--- src/rtl/ref_block_loader_if.sv ---
// Pixel stream, block status and column readout bundle for ref_block_loader.
// The loader uses the slave modport; the pixel source and consumer use master.
interface ref_block_loader_if #(
   parameter int BLK_DIM = 15,
   parameter int PIX_W   = 8
);
   logic                     in_valid;
   logic                     in_sof;
   logic [PIX_W-1:0]         in_pixel;
   logic                     in_ready;
   logic                     blk_done;
   logic                     blk_ready;
   logic                     blk_release;
   logic [3:0]               rd_col;
   logic [BLK_DIM*PIX_W-1:0] rd_col_data;
   logic                     sof_err;

   modport master (
      output in_valid, in_sof, in_pixel, blk_release, rd_col,
      input  in_ready, blk_done, blk_ready, rd_col_data, sof_err
   );

   modport slave (
      input  in_valid, in_sof, in_pixel, blk_release, rd_col,
      output in_ready, blk_done, blk_ready, rd_col_data, sof_err
   );
endinterface

--- src/rtl/ref_block_loader.sv ---
// Raster writer and column reader for the BLK_DIM x BLK_DIM reference block.
// Optional macro SOF_RESYNC_EN: a mid-block SOF restarts the block, pulses sof_err.
module ref_block_loader #(
   parameter int BLK_DIM = 15,
   parameter int PIX_W   = 8
) (
   input  logic               clk,
   input  logic               reset,
   ref_block_loader_if.slave  bus
);
   typedef enum logic [1:0] {IDLE, LOAD, FULL} state_t;

   localparam logic [3:0] LAST = 4'(BLK_DIM - 1);
   localparam logic [4:0] DIM5 = 5'(BLK_DIM);

   state_t                   state_q, state_d;
   logic [3:0]               row_q, row_d;
   logic [3:0]               col_q, col_d;
   logic                     rdy_en_q;
   logic                     rdy;
   logic                     acc;
   logic                     restart;
   logic                     we;
   logic [3:0]               wr_row, wr_col;
   logic                     done_d, done_q;
   logic                     col_ok;
   logic [BLK_DIM*PIX_W-1:0] rd_d, rd_q;
   logic [PIX_W-1:0]         mem_q [BLK_DIM][BLK_DIM];

   assign rdy          = rdy_en_q && (state_q != FULL);
   assign acc          = bus.in_valid && rdy;
   assign bus.in_ready = rdy;
   assign bus.blk_ready = (state_q == FULL);
   assign bus.blk_done  = done_q;
   assign bus.rd_col_data = rd_q;

`ifdef SOF_RESYNC_EN
   logic err_q;

   assign restart     = acc && bus.in_sof && (state_q == LOAD);
   assign bus.sof_err = err_q;

   // one-cycle flag after a block restarted on a mid-block SOF
   always_ff @(posedge clk or negedge reset) begin
      if (!reset) err_q <= 1'b0;
      else        err_q <= restart;
   end
`else
   assign restart     = 1'b0;
   assign bus.sof_err = 1'b0;
`endif

   // state and raster position registers
   always_ff @(posedge clk or negedge reset) begin
      if (!reset) begin
         state_q <= IDLE;
         row_q   <= '0;
         col_q   <= '0;
      end else begin
         state_q <= state_d;
         row_q   <= row_d;
         col_q   <= col_d;
      end
   end

   // next state and raster position advance
   always_comb begin
      state_d = state_q;
      row_d   = row_q;
      col_d   = col_q;
      unique case (state_q)
         IDLE: begin
            if (acc && bus.in_sof) begin
               state_d = LOAD;
               row_d   = 4'd0;
               col_d   = 4'd1;
            end
         end
         LOAD: begin
            if (restart) begin
               row_d = 4'd0;
               col_d = 4'd1;
            end else if (acc) begin
               if (col_q == LAST) begin
                  col_d = 4'd0;
                  if (row_q == LAST) begin
                     row_d   = 4'd0;
                     state_d = FULL;
                  end else begin
                     row_d = row_q + 4'd1;
                  end
               end else begin
                  col_d = col_q + 4'd1;
               end
            end
         end
         FULL: begin
            if (bus.blk_release) state_d = IDLE;
         end
         default: state_d = IDLE;
      endcase
   end

   // buffer write strobe/address and completion pulse request
   always_comb begin
      we     = 1'b0;
      wr_row = row_q;
      wr_col = col_q;
      done_d = 1'b0;
      unique case (state_q)
         IDLE: begin
            if (acc && bus.in_sof) begin
               we     = 1'b1;
               wr_row = 4'd0;
               wr_col = 4'd0;
            end
         end
         LOAD: begin
            if (restart) begin
               we     = 1'b1;
               wr_row = 4'd0;
               wr_col = 4'd0;
            end else if (acc) begin
               we     = 1'b1;
               done_d = (row_q == LAST) && (col_q == LAST);
            end
         end
         default: ;
      endcase
   end

   // ready comes up one clock after reset release; done is a one-cycle pulse
   always_ff @(posedge clk or negedge reset) begin
      if (!reset) begin
         rdy_en_q <= 1'b0;
         done_q   <= 1'b0;
      end else begin
         rdy_en_q <= 1'b1;
         done_q   <= done_d;
      end
   end

   // pixel buffer; contents survive reset
   always_ff @(posedge clk) begin
      if (we) mem_q[wr_row][wr_col] <= bus.in_pixel;
   end

   assign col_ok = ({1'b0, bus.rd_col} < DIM5);

   for (genvar r = 0; r < BLK_DIM; r++) begin : g_lane
      assign rd_d[r*PIX_W +: PIX_W] = col_ok ? mem_q[r][bus.rd_col] : '0;
   end

   // registered column readout
   always_ff @(posedge clk or negedge reset) begin
      if (!reset) rd_q <= '0;
      else        rd_q <= rd_d;
   end
endmodule
--- src/flat_wrapper.sv ---
// flat-port wrapper written by rule: the top's interface ports become plain ports
module ref_block_loader_flat 
#(
   parameter int BLK_DIM = 15,
   parameter int PIX_W   = 8
)
  (clk, reset, bus_in_valid, bus_in_sof, bus_in_pixel, bus_blk_release, bus_rd_col, bus_in_ready, bus_blk_done, bus_blk_ready, bus_rd_col_data, bus_sof_err);
  ref_block_loader_if #(.BLK_DIM(BLK_DIM), .PIX_W(PIX_W)) bus_i ();
  input  logic clk;
  input  logic reset;
  input wire logic [$bits(bus_i.in_valid)-1:0] bus_in_valid;
  input wire logic [$bits(bus_i.in_sof)-1:0] bus_in_sof;
  input wire logic [$bits(bus_i.in_pixel)-1:0] bus_in_pixel;
  input wire logic [$bits(bus_i.blk_release)-1:0] bus_blk_release;
  input wire logic [$bits(bus_i.rd_col)-1:0] bus_rd_col;
  output wire logic [$bits(bus_i.in_ready)-1:0] bus_in_ready;
  output wire logic [$bits(bus_i.blk_done)-1:0] bus_blk_done;
  output wire logic [$bits(bus_i.blk_ready)-1:0] bus_blk_ready;
  output wire logic [$bits(bus_i.rd_col_data)-1:0] bus_rd_col_data;
  output wire logic [$bits(bus_i.sof_err)-1:0] bus_sof_err;
  assign bus_i.in_valid = bus_in_valid;
  assign bus_i.in_sof = bus_in_sof;
  assign bus_i.in_pixel = bus_in_pixel;
  assign bus_i.blk_release = bus_blk_release;
  assign bus_i.rd_col = bus_rd_col;
  assign bus_in_ready = bus_i.in_ready;
  assign bus_blk_done = bus_i.blk_done;
  assign bus_blk_ready = bus_i.blk_ready;
  assign bus_rd_col_data = bus_i.rd_col_data;
  assign bus_sof_err = bus_i.sof_err;
  ref_block_loader #(.BLK_DIM(BLK_DIM), .PIX_W(PIX_W)) u_core (.clk(clk), .reset(reset), .bus(bus_i));
endmodule
--- config.mk ---
export PLATFORM = sky130hd
export DESIGN_NAME = ref_block_loader_flat
export DESIGN_NICKNAME = d
export VERILOG_FILES = /design/src/rtl/ref_block_loader_if.sv /design/src/rtl/ref_block_loader.sv /design/src/flat_wrapper.sv
export SDC_FILE = /design/constraint.sdc
export NUM_CORES = 2
export LEC_CHECK = 0
export BUFFER_PORTS_ARGS = -buffer_cell sky130_fd_sc_hd__buf_2
export CORE_ASPECT_RATIO = 1.1
export CORE_MARGIN = 1.5
export CORE_UTILIZATION = 25
export DETAILED_ROUTE_END_ITERATION = 10
export PLACE_DENSITY_LB_ADDON = 0.12
export SETUP_SLACK_MARGIN = 0.02
export SLEW_MARGIN = 20
export SYNTH_ARGS = -nofsm -noshare
export SYNTH_HDL_FRONTEND = slang
export SYNTH_SLANG_ARGS = --single-unit
--- constraint.sdc ---
create_clock -name clk -period 2.7 [get_ports clk]
set_clock_uncertainty 0.05 [all_clocks]
set_input_delay 0.54 -clock clk [delete_from_list [all_inputs] [get_ports clk]]
set_output_delay 0.54 -clock clk [all_outputs]
set_load 0.01 [all_outputs]
==> results.json <==
{
  "status": "finished clean",
  "finalSetupTns_ns": 0,
  "fin_area_sq_um": 90900,
  "postRouteAntennaNets": 0,
  "min_period_ns": 2.57,
  "worstHoldStart": "bus_in_pixel[4]",
  "crit_fanout": 8,
  "cts.sinks": 1932,
  "post-synth-top-area-cell": "edfxtp_1",
  "crit_type": "reg -> reg",
  "clockBufferDepth": 4,
  "syn_nets": 4114,
  "synth_edf_count": 1800,
  "instances_no_fill": 8815,
  "relSlewSlack": 0.414,
  "combPwrFrac": 0.064,
  "hold_path_class": "in -> reg",
  "numCtsBuffers": 218,
  "synthDistinctLibCells": 44,
  "area_growth_pct": 22.9,
  "drt-total-wl_mm": 225,
  "ys_ff_latch": 1932,
  "r2r_setup_slack_ns": 0.13,
  "die_y_microns": 574,
  "p_int_w": 0.0512,
  "setup_viol": 0,
  "hold_ws_ns": 0.0556,
  "synth_cells": 4095,
  "io_buffers": 139,
  "dp.final_hpwl_mm": 141,
  "cap_violations": 0,
  "synth_top_area_frac": 0.731,
  "first_pass_iters": 7,
  "synthArstFlopShare": 0.0683,
  "p_clk_frac": 0.435,
  "grt_pass1_vias": 41013,
  "globalplace.congestion": 0.746,
  "start_util": 0.251,
  "grt_usage": 0.149,
  "p_leak_nw": 31.6,
  "cts_tree": "built",
  "drive_above_1_share": 0.233,
  "synth_ff_type": "edfxtp_1",
  "reg2reg_from": "u_core.state_q[1]",
  "grt_pass1_wl_mm": 319,
  "worstPathArrival_ns": 3.01,
  "antenna_found_initial": 15,
  "root_buffer": "clkbuf_16",
  "grt.overflow.total": 0,
  "fmax_mhz": 388,
  "die_area_sq_um": 299000,
  "final_common_cell": "edfxtp_1",
  "layout.nets": 4754,
  "core_sq_um": 294000,
  "final_cell_mix": "edfxtp_1 (1,800), mux2i_1 (601), buf_4 (444)",
  "avgSynthCellArea_sq_um": 18.1,
  "powerDensity_nw_per_um2": 728,
  "io_pins": 141,
  "clkTransAtPathRegs_ns": 0.06,
  "die_w_microns": 522,
  "num_rows": 209,
  "start_kind": "flop",
  "hold_viol": 0,
  "peakVddDrop_mv": 0.455,
  "ys_seq_area_frac": 0.775,
  "rsz0062_at_grt": "false",
  "netlist_area_sq_um": 74000,
  "tightest_slew_ns": 0.876,
  "dpl_cell_area_sq_um": 83900,
  "fin_crit_sh": 0.954,
  "yosysWarningCount": 0,
  "wl_per_cell_microns": 25.6,
  "dr_total_vias": 38768,
  "post_drt_via_cell_ratio": 4.40,
  "clk_latency_ns": 0.88,
  "crit_required_ns": 3.14,
  "p_switching_w": 0.0150,
  "synth_area_leaders": "edfxtp_1 (73%), mux2i_1 (8.1%), dfrtp_1 (4.5%)",
  "sw_frac_of_total": 0.226,
  "holdPathStages": 1,
  "drv_slew": 0,
  "grt_start_max_net_pins": 98,
  "drt_iter0_markers": 2540,
  "dp_cells": 8411,
  "seqPwrFrac": 0.501,
  "r2r-end": "u_core.mem_q[8][84]",
  "hold_end": "u_core.mem_q[0][52]",
  "drc_errors": 0,
  "worst_setup_path_end_kind": "flop",
  "ctsHtreeMaxLevel": 4,
  "worstRegToRegCells": 6
}
==> cell type report <==
type	instances	area, sq um
Clock inverter	101	973
Fill cell	28930	204000
Multi-Input combinational cell	1771	15100
Clock buffer	290	5880
Sequential cell	1932	57400
Tap cell	3903	4880
Antenna cell	6	15.0
Inverter	123	462
Timing Repair Buffer	689	6220
==> worst max-delay path, cell delays in order (launching register included) <==
cell and delay [ns]:
dfrtp_1 0.41, nand4b_1 0.34, nor3b_2 0.30, buf_4 0.16, o21ai_4 0.08, buf_12 0.17
nor2_1 0.67
==> metal layers <==
layer  vias up  routed length (microns)  track usage
li1      17554                        -            -
met1     20223                   101000        0.199
met2       708                   112000        0.255
met3       283                     7840       0.0197
met4         0                     4620       0.0345
met5         -                        0            0
==> power by group through the flow <==
stage / combinational, W / sequential (W) / clock, W
finish: 0.00421 / 0.0331 / 0.0288
global route: 0.00455 / 0.0331 / 0.0309
CTS: 0.00438 / 0.0331 / 0.0298
detailed placement: 0.00436 / 0.0338 / 0
global placement: 0.00438 / 0.0338 / 0
floorplan: 0.00165 / 0.0338 / 0
==> sequential cells by signal, summed over array words and instances (netlist names) <==
register	flops
u_core.mem_q	1800
u_core.bus.rd_col_data	120
u_core.col_q	4
u_core.row_q	4
u_core.state_q	2
u_core.bus.blk_done	1
u_core.rdy_en_q	1
==> through the flow <==
step                      setup slack (ns)  power [W]  utilization
final                                0.125     0.0662        0.309
after global routing                0.0267     0.0686        0.309
after CTS                           0.0304     0.0674        0.309
after detailed placement            -0.301     0.0381        0.285
after global placement              -0.297     0.0382        0.285
after floorplan                      0.359     0.0355            -
==> synth_stat cells, drive strengths merged (7+ instances only) <==
master,number
mux4,120
edfxtp,1800
mux2i,601
inv,123
o211ai,120
a21oi,7
dfrtp,132
nand4,8
clkbuf,118
a22oi,240
nor2,232
nand3,10
buf,151
o221ai,120
o21ai,130
nand2,141
==> worst max-delay path by stage <==
stage / from / slack, ns / to
2_1_floorplan: bus_in_valid / 0.36 / u_core.mem_q[0][64]
3_3_place_gp: bus_in_valid / -0.30 / u_core.mem_q[0][118]
3_5_place_dp: bus_in_valid / -0.30 / u_core.mem_q[2][6]
4_1_cts: u_core.state_q[0] / 0.03 / bus_in_ready
5_1_grt: u_core.state_q[0] / 0.03 / u_core.mem_q[8][84]
6_report: u_core.state_q[1] / 0.13 / u_core.mem_q[8][84]
==> what timing repair did <==
action	in CTS	in global routing
endpoints found under the setup margin	61	21
hold endpoints to repair	87	0
gates resized for setup	11	4
hold buffers	6	0
pin swaps	0	0
setup buffers	1	0
==> cells by family after synthesis <==
group | count (synthesis) | synth area share
flip-flops | 1932 | 0.775
multiplexers | 722 | 0.118
AO/OA/AOI/OAI | 627 | 0.0613
AND/OR/NAND/NOR | 418 | 0.0230
buffers and inverters | 392 | 0.0220
adder cells (fa/ha/maj) | 2 | 0.000338
other | 2 | 0.000102
Power figures use the tool's default switching activity.
